==> src/rtl/led_sdi_decoder.sv <==
// Pulse-width decoder for a one-wire LED serial line: recovers 24-bit pixels,
// frame latches and line faults from the synchronised sdi input.
module led_sdi_decoder #(
    parameter int BIT_THRESHOLD  = 12,
    parameter int MIN_HIGH       = 4,
    parameter int MAX_HIGH       = 24,
    parameter int LATCH_CYCLES   = 1000,
    parameter int BITS_PER_PIXEL = 24,
    parameter int INDEX_WIDTH    = 9
) (
    input  logic                      clk,
    input  logic                      reset_n,
    input  logic                      sdi,
    output logic [BITS_PER_PIXEL-1:0] pixel_data,
    output logic                      pixel_valid,
    output logic [INDEX_WIDTH-1:0]    pixel_index,
    output logic                      frame_done,
    output logic [INDEX_WIDTH:0]      frame_pixels,
    output logic                      err_glitch,
    output logic                      err_long,
    output logic                      err_partial
);

    localparam int LW = $clog2(LATCH_CYCLES + 1);
    localparam int HW = $clog2(MAX_HIGH + 2);
    localparam int BW = $clog2(BITS_PER_PIXEL);

    localparam logic [LW-1:0] LOW_LAST = LW'(LATCH_CYCLES - 1);
    localparam logic [LW-1:0] LOW_FULL = LW'(LATCH_CYCLES);
    localparam logic [HW-1:0] H_MIN    = HW'(MIN_HIGH);
    localparam logic [HW-1:0] H_TH     = HW'(BIT_THRESHOLD);
    localparam logic [HW-1:0] H_MAX    = HW'(MAX_HIGH);
    localparam logic [BW-1:0] BIT_LAST = BW'(BITS_PER_PIXEL - 1);

    typedef enum logic [1:0] {SYNC, LOW, HIGH} state_t;

    logic                      sdi_meta;
    logic                      sdi_s;
    state_t                    state_reg, state_next;
    logic [LW-1:0]             low_cnt_reg, low_cnt_next;
    logic [HW-1:0]             high_cnt_reg, high_cnt_next;
    // Holds the previous BITS_PER_PIXEL-1 bits; the final bit joins them directly.
    logic [BITS_PER_PIXEL-2:0] shift_reg, shift_next;
    logic [BW-1:0]             bit_cnt_reg, bit_cnt_next;
    logic [INDEX_WIDTH-1:0]    index_reg, index_next;
    logic [INDEX_WIDTH:0]      count_reg, count_next;
    logic [BITS_PER_PIXEL-1:0] pixel_data_reg, pixel_data_next;
    logic [INDEX_WIDTH-1:0]    pixel_index_reg, pixel_index_next;
    logic [INDEX_WIDTH:0]      frame_pixels_reg, frame_pixels_next;
    logic                      pixel_valid_reg, pixel_valid_next;
    logic                      frame_done_reg, frame_done_next;
    logic                      err_glitch_reg, err_glitch_next;
    logic                      err_long_reg, err_long_next;
    logic                      err_partial_reg, err_partial_next;
    logic                      bit_val;

    always_comb begin
        state_next        = state_reg;
        low_cnt_next      = low_cnt_reg;
        high_cnt_next     = high_cnt_reg;
        shift_next        = shift_reg;
        bit_cnt_next      = bit_cnt_reg;
        index_next        = index_reg;
        count_next        = count_reg;
        pixel_data_next   = pixel_data_reg;
        pixel_index_next  = pixel_index_reg;
        frame_pixels_next = frame_pixels_reg;
        pixel_valid_next  = 1'b0;
        frame_done_next   = 1'b0;
        err_glitch_next   = 1'b0;
        err_long_next     = 1'b0;
        err_partial_next  = 1'b0;
        bit_val           = 1'b0;

        case (state_reg)
            SYNC: begin
                if (sdi_s) begin
                    low_cnt_next = '0;
                end else if (low_cnt_reg == LOW_LAST) begin
                    // Aligned to a latch boundary: start the first frame silently.
                    low_cnt_next = LOW_FULL;
                    state_next   = LOW;
                    bit_cnt_next = '0;
                    index_next   = '0;
                    count_next   = '0;
                end else begin
                    low_cnt_next = low_cnt_reg + 1'b1;
                end
            end

            LOW: begin
                if (sdi_s) begin
                    state_next    = HIGH;
                    high_cnt_next = HW'(1);
                    low_cnt_next  = '0;
                end else if (low_cnt_reg < LOW_FULL) begin
                    low_cnt_next = low_cnt_reg + 1'b1;
                    if (low_cnt_reg == LOW_LAST) begin
                        frame_done_next   = 1'b1;
                        frame_pixels_next = count_reg;
                        err_partial_next  = (bit_cnt_reg != '0);
                        bit_cnt_next      = '0;
                        index_next        = '0;
                        count_next        = '0;
                    end
                end
            end

            HIGH: begin
                if (sdi_s) begin
                    if (high_cnt_reg <= H_MAX) begin
                        high_cnt_next = high_cnt_reg + 1'b1;
                    end
                    if (high_cnt_reg == H_MAX) begin
                        err_long_next = 1'b1;
                        state_next    = SYNC;
                        low_cnt_next  = '0;
                        bit_cnt_next  = '0;
                    end
                end else begin
                    // The falling-edge sample is the first low cycle of the gap.
                    state_next   = LOW;
                    low_cnt_next = LW'(1);
                    if (high_cnt_reg < H_MIN) begin
                        err_glitch_next = 1'b1;
                    end else begin
                        bit_val = (high_cnt_reg >= H_TH);
                        if (BITS_PER_PIXEL > 2) begin
                            shift_next = {shift_reg[BITS_PER_PIXEL-3:0], bit_val};
                        end else begin
                            shift_next = bit_val;
                        end
                        if (bit_cnt_reg == BIT_LAST) begin
                            pixel_valid_next = 1'b1;
                            pixel_data_next  = {shift_reg, bit_val};
                            pixel_index_next = index_reg;
                            index_next       = index_reg + 1'b1;
                            if (count_reg != '1) begin
                                count_next = count_reg + 1'b1;
                            end
                            bit_cnt_next = '0;
                        end else begin
                            bit_cnt_next = bit_cnt_reg + 1'b1;
                        end
                    end
                end
            end

            default: state_next = SYNC;
        endcase
    end

    always_ff @(posedge clk or negedge reset_n) begin
        if (!reset_n) begin
            sdi_meta         <= 1'b0;
            sdi_s            <= 1'b0;
            state_reg        <= SYNC;
            low_cnt_reg      <= '0;
            high_cnt_reg     <= '0;
            shift_reg        <= '0;
            bit_cnt_reg      <= '0;
            index_reg        <= '0;
            count_reg        <= '0;
            pixel_data_reg   <= '0;
            pixel_index_reg  <= '0;
            frame_pixels_reg <= '0;
            pixel_valid_reg  <= 1'b0;
            frame_done_reg   <= 1'b0;
            err_glitch_reg   <= 1'b0;
            err_long_reg     <= 1'b0;
            err_partial_reg  <= 1'b0;
        end else begin
            sdi_meta         <= sdi;
            sdi_s            <= sdi_meta;
            state_reg        <= state_next;
            low_cnt_reg      <= low_cnt_next;
            high_cnt_reg     <= high_cnt_next;
            shift_reg        <= shift_next;
            bit_cnt_reg      <= bit_cnt_next;
            index_reg        <= index_next;
            count_reg        <= count_next;
            pixel_data_reg   <= pixel_data_next;
            pixel_index_reg  <= pixel_index_next;
            frame_pixels_reg <= frame_pixels_next;
            pixel_valid_reg  <= pixel_valid_next;
            frame_done_reg   <= frame_done_next;
            err_glitch_reg   <= err_glitch_next;
            err_long_reg     <= err_long_next;
            err_partial_reg  <= err_partial_next;
        end
    end

    assign pixel_data   = pixel_data_reg;
    assign pixel_valid  = pixel_valid_reg;
    assign pixel_index  = pixel_index_reg;
    assign frame_done   = frame_done_reg;
    assign frame_pixels = frame_pixels_reg;
    assign err_glitch   = err_glitch_reg;
    assign err_long     = err_long_reg;
    assign err_partial  = err_partial_reg;

endmodule

==> config.mk <==
export PLATFORM = sky130hd
export DESIGN_NAME = led_sdi_decoder
export DESIGN_NICKNAME = d
export VERILOG_FILES = /design/src/rtl/led_sdi_decoder.sv
export SDC_FILE = /design/constraint.sdc
export NUM_CORES = 1
export LEC_CHECK = 0
export CAP_MARGIN = 40
export CORE_AREA = 2 2 136 165
export CTS_BUF_LIST = sky130_fd_sc_hd__clkbuf_16
export CTS_CLUSTER_SIZE = 40
export DETAILED_ROUTE_END_ITERATION = 16
export DIE_AREA = 0 0 138 167
export DONT_BUFFER_PORTS = 1
export GPL_TIMING_DRIVEN = 0
export PLACE_DENSITY = 0.43
export SYNTH_ARGS = -nofsm -noshare
export SYNTH_HDL_FRONTEND = slang
export SYNTH_SLANG_ARGS = --single-unit
==> constraint.sdc <==
create_clock -name clk -period 2.2 [get_ports clk]
set_clock_uncertainty 0.1 [all_clocks]
set_input_delay 0.44 -clock clk [delete_from_list [all_inputs] [get_ports clk]]
set_output_delay 0.44 -clock clk [all_outputs]
set_load 0.05 [all_outputs]
* Word level (Yosys, flattened, before mapping) *
Cells that the tools add are included.

storage, ports and cells
  bits in registers = 114
  bits of input ports = 3
  output and inout bits = 48
  word-level logic and storage cells = 122

cells by class
  add/sub/neg operators = 5
  order comparisons = 4
  equal/unequal tests = 20
  multiplexer cells = 61
  bitwise operators = 2
  reductions and logical operators = 13

operator list
  cell                     number
  $mux W10                 14
  $mux W9                  7
  $pmux W10 S3             2
  $mux W5                  11
  $pmux W9 S3              1
  $ne A2 B2 Y1 const B     11
  $add A10 B1 Y10 const B  2
  $mux W1                  18
  $reduce_and A4 Y1        4
  $pmux W5 S3              1
  $add A5 B1 Y5 const B    2
  $eq A10 B10 Y1 const B   1
  $eq A5 B5 Y1 const B     2
  $lt A10 B10 Y1 const B   1
  $mux W2                  5
  $ne A10 B10 Y1 const B   1
  $pmux W5 S2              1
  $add A9 B1 Y9 const B    1
  $ne A3 B3 Y1 const B     3
  $reduce_and A8 Y1        1
  $reduce_and A7 Y1        1
  $pmux W2 S3              1
  $reduce_and A3 Y1        2
  $reduce_and A6 Y1        1
  10 further kinds         11

* Depth between registers and ports, before layout *
Gate-level depths: netlist of run 1.

  word-level depth = 6
  depth in mapped cells = 10
  mapped depth without buffers = 7

* Worst setup path after synthesis of run 1 *
OpenSTA, ideal clock, no wires.

  kind = register -> register
  from = register state_reg[0]
  to = register bit_cnt_reg[3]
  library setup time = 0.133 ns
  arrival = 2.026 ns
  required time = 1.967 ns
  path slack = -0.059 ns
  stages on the path, launching flop included = 11
  path buffers = 3
  period minus slack after synthesis = 2.259 ns
  cell sequence = dfrtp_1 > inv_1 > ha_1 > o21ai_0 > o211ai_1 > or3_1 > buf_2 > buf_6 > buf_2 > o31ai_1 > o41ai_1

on the way
  word-level cells in the longest chain between the ends = 3
  elaborated cells on any way between the ends = 11
  classes of those cells = eq/ne (7); mux (1); reduce/logical (3)

ends and longest elaborated chain
  element                                               line  RTL
  from (decl)                                           39    state_t state_reg, state_next;
  from (signal assigned)                                175   state_reg <= state_next;
  $eq A2 B2 Y1, or another cell as far along            75    case (state_reg)
  $ne A3 B3 Y1 (no line), or another cell as far along  n/a
  $reduce_and A6 Y1 (no line)                           n/a
  to (signal assigned)                                  179   bit_cnt_reg <= bit_cnt_next;
  to (decl)                                             44    logic [BW-1:0] bit_cnt_reg, bit_cnt_next;

Parallel ways exist; a longest one is shown, timed or not.
A chain may end at the register's enable or synchronous reset.

* Final worst setup path of run 1 *
  from = register low_cnt_reg[1]
  to = register bit_cnt_reg[3]

on the way
  word-level cells in the longest chain between the ends = 5
  elaborated cells on any way between the ends = 9
  classes of those cells = order compare (1); eq/ne (2); mux (5); reduce/logical (1)

ends and longest elaborated chain
  element                                                                 line  RTL
  from (decl)                                                             40    logic [LW-1:0] low_cnt_reg, low_cnt_next;
  from (signal assigned)                                                  176   low_cnt_reg <= low_cnt_next;
  parallel branches: the longest is 5 deep, another holds $lt A10 B10 Y1  n/a

Several ways; the timed one is not identified. The select of a mux whose other input is x is not followed.

==> reports/qor_table.md, run 1 <==
| Item | Reported |
|---|---|
| Leakage component of the power | 3.05 nW |
| VDD IR max | 0.000435 V |
| Total overflow reported by the global router | 0 |
| Max-cap violation count | 0 |
| Endpoints failing hold | 114 |
| Area growth from synthesis to layout | 27.4% |
| Crit-path slowest cell | sky130_fd_sc_hd__dfrtp_1 |
| Final count of pins violating max slew | 0 |
| Buffer type at the clock tree root | sky130_fd_sc_hd__clkbuf_16 |
| Post-DR vias/cell | 4.83 |
| Number of buffers added to fix hold violations after cts | 1 |
| Ports | 51 |
| Violated checks | hold timing, setup timing |
| Arr. time, crit path | 2.41 ns |
| Flip-flop count of the largest register, all copies and words added | 24 |
| Worst hold-check slack | -0.382 ns |
| Setup repair after global routing missed its margin | true |
| First-pass detailed-route iteration total | 5 |
| Vertical die dimension | 167 µm |
| Clock tree from TritonCTS | done |
| Post-layout util | 31.4% |
| Antenna Nets Post-Route | 0 |
| Final cycle utilization of the critical path | 101% |
| Slew at the pin closest to its max-slew limit | 0.526 ns |
| Wire length of the first global-routing pass | 20900 µm |
| Ordered cell list for the critical path | ha_4, and4_4, a21oi_4, or3_1, buf_6, buf_8, buf_12, o31ai_4, o41ai_2 |
| Starting density of the core | 24.6% |
| Count of standard-cell rows | 59 |
| Max-slew headroom at the worst pin | 64.6% |
| Shortest clock period the worst path allows after layout | 2.23 ns |
| Most used flip-flop cell after synthesis | sky130_fd_sc_hd__dfrtp_1 |
| Sequential cell area fraction in the yosys report | 54.1% |
| Skew-Pair Late Insertion Delay | 0.41 ns |
| Routability-driven placement congestion ratio | 0.776 |
| Post-layout worst setup margin | -0.0259 ns |
| Worst min-delay path class | input pin to asynchronous set/reset pin |
| Routed Wire Length | 12800 µm |
| Iteration-0 DRC Markers | 271 |
| Share of flip-flops with an asynchronous set or reset after synthesis | 100% |
| IO Port Bufs | 0 |
| Setup total negative slack | -0.0513 ns |
| Final design instance area without fill | 6720 µm² |
| Flops & latches, synth | 114 |
| Number of filler instances in the final layout | 2155 |
| Pin count of the biggest net entering global routing | 115 |
| DP Area | 5620 µm² |
| Outcome | finished, violations left |
| Global-route total usage across every layer | 11.3% |
| Startpoint-to-endpoint class of the critical path | register to register |
| Launching element type of the critical path | register |
| Setup violations, final | 3 |
| Power density cells | 768 nW/µm² |
| Most common library cell in the layout ignoring fill and taps | sky130_fd_sc_hd__dfrtp_1 |
| Gate count of the mapped netlist | 468 |
| Fmax | 0.449 GHz |
| Num CTS Buffers | 17 |
| Number of nets in the synthesized netlist | 482 |
| Number of flops mapped to enable cells by yosys | 0 |
| Nets@finish | 518 |
| Sinks on Clock Net | 114 |
| Clk slew on worst S/H paths | 0.06 ns |
| Die width | 138 µm |
| Critical path endpoint category | register |
| Placement-stage worst setup slack | -0.564 ns |
| Wire length per cell after detailed routing | 16.2 µm |
| Final HPWL from detailed placement | 8210 µm |
| Vias in the first global route | 3873 |
| Post-synthesis cell type count | 55 |
| Floorplan die area | 23000 µm² |
| Total vias in the final route | 3821 |
| Required @ worst endpoint | 2.38 ns |
| Layout cells sized above 1 | 34.2% |
| Worst-path fanout max | 10 |
| H-tree levels | 4 |
| Crit path largest cell delay | 0.39 ns |
| Clock tree buffer depth | 2 |
| Avg Cell Area, Syn | 11.3 µm² |
| Antenna fix cells | 0 |
| Initial antenna violation count | 0 |
| Synthesized area | 5270 µm² |
| Warnings, synthesis | 0 |
| Most frequent cells in the layout | sky130_fd_sc_hd__dfrtp_1, sky130_fd_sc_hd__mux2_2, sky130_fd_sc_hd__nand2_1, sky130_fd_sc_hd__o21ai_0, sky130_fd_sc_hd__buf_4 |
| # DRC | 0 |
| CORE AREA | 21400 µm² |
-- final timing paths --
kind / from / endpoint / slack (ns) / cells past startpoint
worst max-delay path: low_cnt_reg[1]$_DFFE_PN0P_ / bit_cnt_reg[3]$_DFFE_PN0P_ / -0.03 / 9
worst max register to register: low_cnt_reg[1]$_DFFE_PN0P_ / bit_cnt_reg[3]$_DFFE_PN0P_ / -0.03 / 9
min in group clk: sdi_meta$_DFF_PN0_ / sdi_s$_DFF_PN0_ / 0.25 / 0
worst min register to register: sdi_meta$_DFF_PN0_ / sdi_s$_DFF_PN0_ / 0.25 / 0
worst min-delay path: reset_n / shift_reg[6]$_DFFE_PN0P_ / -0.38 / 0
max in group asynchronous: reset_n / count_reg[1]$_DFFE_PN0P_ / 2.19 / 0
-- kinds of logic (layout without fill, tap and decap cells) --
logic type	count (synthesis)	count (layout)	synth area share [%]
compound gates	84	84	10.5
fa+ha+maj	11	11	2.61
buf+inv	42	91	3.40
mux	69	69	14.6
flops	114	114	54.1
simple gates	148	148	14.7
-- routing by layer --
metal | track usage (%) | vias to the layer above | routed length, µm
li1 | - | 1790 | -
met1 | 14.0 | 1908 | 5730
met2 | 17.8 | 104 | 6160
met3 | 3.85 | 19 | 691
met4 | 4.84 | 0 | 221
met5 | 0 | - | 0
-- stage by stage --
| step | hold slack (ns) | std cells | power [mW] |
|---|---|---|---|
| floorplan | 0.0444 | 468 | 2.17 |
| global placement | 0.0472 | 742 | 2.18 |
| detailed placement | 0.0472 | 742 | 2.18 |
| CTS | -0.398 | 787 | 5.22 |
| global route | -0.403 | 791 | 5.34 |
| finish | -0.382 | 791 | 5.16 |
-- final cells by class --
type / count / area [µm²] / share of cell area, %
buffer: 22 / 173 / 2.57
multi-input combinational: 312 / 2460 / 36.6
timing repair buffer: 21 / 178 / 2.65
clock buffer: 17 / 425 / 6.34
clock inverter: 15 / 215 / 3.20
tap: 274 / 343 / 5.11
sequential: 114 / 2860 / 42.6
inverter: 16 / 62.6 / 0.932
-- worst max-delay path: cells and delay by family (launching register included) --
kind,cells,cell delay [ns]
DFF,1,0.39
buffers and inverters,3,0.44
and+or+nand+nor,2,0.63
AOI/OAI and AO/OA,3,0.37
adders and majority gates,1,0.15
-- timing repair --
item,in CTS,in global routing
endpoints found under the hold margin,115,114
pin swaps,14,3
gates cloned,0,1
resized for setup,55,33
endpoints found under the setup margin,97,92
buffers inserted,14,5
-- where the power goes --
| part | internal [mW] | switching, mW | total [mW] | leakage [nW] |
|---|---|---|---|---|
| logic | 0.0210 | 0.0225 | 0.0435 | 1.15 |
| registers | 2.10 | 0.00925 | 2.11 | 1.58 |
| clock network | 2.00 | 1.00 | 3.00 | 0.314 |
| total | 4.13 | 1.03 | 5.16 | 3.05 |
-- cells in the mapped netlist (all sizes together) (2+ instances only) --
cell / n / share of area (%)
dfrtp: 114 / 54
mux2: 64 / 14
nand2: 31 / 2.2
o21ai: 31 / 2.9
nand3: 25 / 2.4
nor2: 25 / 1.8
clkbuf: 16 / 1.1
inv: 16 / 1.1
a21oi: 12 / 1.2
and3: 12 / 1.5
ha: 11 / 2.6
buf: 10 / 1.1
or3: 10 / 1.2
nor3: 9 / 0.95
nand2b: 8 / 0.95
nand4: 7 / 0.83
nor4: 6 / 0.71
o211ai: 6 / 0.85
a31oi: 5 / 0.59
mux2i: 5 / 0.95
o31ai: 5 / 0.71
or4: 3 / 0.43
a211o: 2 / 0.33
a22o: 2 / 0.33
a22oi: 2 / 0.28
a41oi: 2 / 0.33
and2: 2 / 0.24
and4: 2 / 0.33
nand3b: 2 / 0.28
nand4b: 2 / 0.33
nor2b: 2 / 0.24
o221ai: 2 / 0.33
o311ai: 2 / 0.33
Note: power is estimated with default switching activity, not from simulation.
==> run 2, diff against run 1 <==
CTS_CLUSTER_SIZE = default   (was 40)
TNS_END_PERCENT = 100   (was default)
==> results of run 2 <==
Same layout as run 1: the final DEF is identical, and so are final timing and power.
==> run 3, diff against run 2 <==
CTS_BUF_LIST = sky130_fd_sc_hd__clkbuf_8   (was sky130_fd_sc_hd__clkbuf_16)
TNS_END_PERCENT = 5   (was 100)
==> reports/qor_table.md, run 3 (synthesized netlist as in run 1, its figures left out) <==
| Item | Reported | vs previous |
|---|---|---|
| Pin count of the biggest net entering global routing | 115 | unchanged |
| Die width | 138 µm | unchanged |
| Vias in the first global route | 3863 | -0.26% |
| Routability-driven placement congestion ratio | 0.776 | unchanged |
| Ports | 51 | unchanged |
| IO Port Bufs | 0 | unchanged |
| Fmax | 0.447 GHz | -0.43% |
| Nets@finish | 514 | -0.77% |
| Leakage component of the power | 2.89 nW | -5.2% |
| First-pass detailed-route iteration total | 6 | +1 |
| VDD IR max | 0.000324 V | -26% |
| Power density cells | 689 nW/µm² | -10% |
| Flop pwr share | 48.1% | +7.1 points |
| Sw power | 0.926 mW | -10% |
| Most frequent cells in the layout | sky130_fd_sc_hd__dfrtp_1, sky130_fd_sc_hd__mux2_2, sky130_fd_sc_hd__nand2_1, sky130_fd_sc_hd__o21ai_0, sky130_fd_sc_hd__nand3_1 |  |
| Buffer type at the clock tree root | sky130_fd_sc_hd__clkbuf_8 |  |
| Global-route total usage across every layer | 11.2% | -0.083 points |
| Num CTS Buffers | 17 | unchanged |
| Clk slew on worst S/H paths | 0.07 ns | about the same |
| Flip-flop count of the largest register, all copies and words added | 24 | unchanged |
| Final cycle utilization of the critical path | 102% | +0.44 points |
| Layout cells sized above 1 | 31.2% | -3.0 points |
| Setup violations, final | 13 | +10 |
| Outcome | finished, violations left |  |
| Clock tree from TritonCTS | done |  |
| Wire length of the first global-routing pass | 20700 µm | -0.63% |
| Slew at the pin closest to its max-slew limit | 0.596 ns | +0.0703 ns |
| Most common library cell in the layout ignoring fill and taps | sky130_fd_sc_hd__dfrtp_1 |  |
| Shortest clock period the worst path allows after layout | 2.24 ns | +0.00966 ns |
| Worst-path fanout max | 10 | unchanged |
| Internal power component | 3.46 mW | -16% |
| Arr. time, crit path | 2.45 ns | +0.04 ns |
| Setup total negative slack | -0.241 ns | -0.190 ns |
| Sinks on Clock Net | 114 | unchanged |
| Number of buffers added to fix hold violations after cts | 1 | unchanged |
| Number of filler instances in the final layout | 2193 | +1.8% |
| H-tree levels | 4 | unchanged |
| Switching Fraction | 21.1% | +1.1 points |
| Depth of the worst register-to-register path | 10 | +1 |
| Worst min-delay path class | input pin to asynchronous set/reset pin |  |
| Combinational fraction of design power | 1.0% | +0.2 points |
| Post-layout worst setup margin | -0.0355 ns | -0.00966 ns |
| Max-cap violation count | 0 | unchanged |
| Wire length per cell after detailed routing | 15.7 µm | -3.3% |
| CORE AREA | 21400 µm² | unchanged |
| Launching element type of the critical path | register |  |
| Portion of total power attributed to the clock network | 50.9% | -7.3 points |
| Worst hold-check slack | -0.417 ns | -0.0356 ns |
| Final count of pins violating max slew | 0 | unchanged |
| Area growth from synthesis to layout | 20.9% |  |
| Antenna Nets Post-Route | 0 | unchanged |
| Final HPWL from detailed placement | 8210 µm | unchanged |
| Vertical die dimension | 167 µm | unchanged |
| Antenna fix cells | 0 | unchanged |
| Total vias in the final route | 3807 | -0.37% |
| Iteration-0 DRC Markers | 243 | -10% |
| Required @ worst endpoint | 2.42 ns | +0.04 ns |
| Violated checks | hold timing, setup timing |  |
| Critical path endpoint category | register |  |
| Reg-to-reg startpoint | state_reg[1]$_DFFE_PN0P_ |  |
| Starting density of the core | 24.6% | unchanged |
| Max-slew headroom at the worst pin | 60.3% | -4.3 points |
| Startpoint-to-endpoint class of the critical path | register to register |  |
| Count of standard-cell rows | 59 | unchanged |
| # DRC | 0 | unchanged |
| Post-DR vias/cell | 4.84 | +0.14% |
| Routed Wire Length | 12300 µm | -3.7% |
| Skew-Pair Late Insertion Delay | 0.44 ns | +0.03 ns |
| Total overflow reported by the global router | 0 | unchanged |
| Endpoints failing hold | 114 | unchanged |
| Clock tree buffer depth | 2 | unchanged |
| Worst Setup SP | state_reg[1]$_DFFE_PN0P_ |  |
| Setup repair after global routing missed its margin | true |  |
| Initial antenna violation count | 0 | unchanged |
| Floorplan die area | 23000 µm² | unchanged |
[run 3: cell types whose count changed in the layout (fill, tap and decap cells not counted), moves of 2 or more]
cell                        previous run  this run
sky130_fd_sc_hd__clkbuf_16            18         0
sky130_fd_sc_hd__clkbuf_8              0        17
sky130_fd_sc_hd__buf_4                24        17
sky130_fd_sc_hd__clkbuf_1              1         4
sky130_fd_sc_hd__ha_4                  4         1
sky130_fd_sc_hd__o21ai_0              25        28
sky130_fd_sc_hd__buf_2                 2         4
sky130_fd_sc_hd__dfrtp_1             110       112
sky130_fd_sc_hd__dfrtp_2               4         2
sky130_fd_sc_hd__ha_2                  1         3
sky130_fd_sc_hd__o21ai_1               4         2
[run 3: final timing paths]
check / end / slack (ns)
worst max-delay path: bit_cnt_reg[3]$_DFFE_PN0P_ / -0.04
worst min-delay path: pixel_data[6]$_DFFE_PN0P_ / -0.42
worst max register to register: bit_cnt_reg[3]$_DFFE_PN0P_ / -0.04
worst min register to register: sdi_s$_DFF_PN0_ / 0.26
max in group asynchronous: count_reg[0]$_DFFE_PN0P_ / 2.25
min in group clk: sdi_s$_DFF_PN0_ / 0.26
[run 3: layer usage]
layer  global-route usage, %  part of all wire (%)  vias to the layer above
met4                    4.57                   1.8                        0
met2                    17.8                    47                      107
met1                    13.8                    45                     1898
li1                        -                     -                     1783
met5                       0                     0                        -
met3                    4.03                   5.3                       19
[run 3: power groups by stage]
stage	clock network (mW)	logic, mW	registers [mW]
floorplan	0	0.0251	2.15
global placement	0	0.0322	2.15
detailed placement	0	0.0327	2.15
CTS	2.31	0.0413	2.11
global route	2.43	0.0482	2.11
finish	2.23	0.0423	2.11
[run 3: critical path: stages, from the launching register on]
cell and delay (ns):
sky130_fd_sc_hd__dfrtp_1 0.37, sky130_fd_sc_hd__inv_1 0.08, sky130_fd_sc_hd__ha_2 0.21, sky130_fd_sc_hd__o21ai_2 0.16
sky130_fd_sc_hd__o211ai_1 0.12, sky130_fd_sc_hd__or3_1 0.33, sky130_fd_sc_hd__buf_6 0.15, sky130_fd_sc_hd__buf_6 0.14
sky130_fd_sc_hd__buf_6 0.15, sky130_fd_sc_hd__o31ai_2 0.17, sky130_fd_sc_hd__o41ai_1 0.11
[run 3: metrics by stage]
stage                     worst slack, ns  total power, mW  cells  cell area, µm²  util (%)
after global placement             -0.557             2.18    742            5620      26.3
after floorplan                   0.00815             2.17    468            5280         -
after detailed placement           -0.564             2.18    742            5620      26.3
after global routing               -0.144             4.58    787            6370      29.8
final                             -0.0355             4.39    787            6370      29.8
after CTS                         -0.0261             4.46    785            6340      29.6
[run 3: cell type report]
type	count	area (µm²)	share of cell area [%]
inverters	16	60.1	0.943
well taps	274	343	5.38
clock inverters	15	215	3.38
flip-flops and latches	114	2860	44.8
plain buffers	24	158	2.47
multi-input cells	312	2390	37.5
repair buffers	15	115	1.81
clock buffers	17	234	3.67
[run 3: what timing repair did]
action	in CTS	in global routing
hold endpoints to repair	115	114
pin swaps	10	3
setup buffers	12	2
endpoints found under the setup margin	97	79
resized for setup	48	14
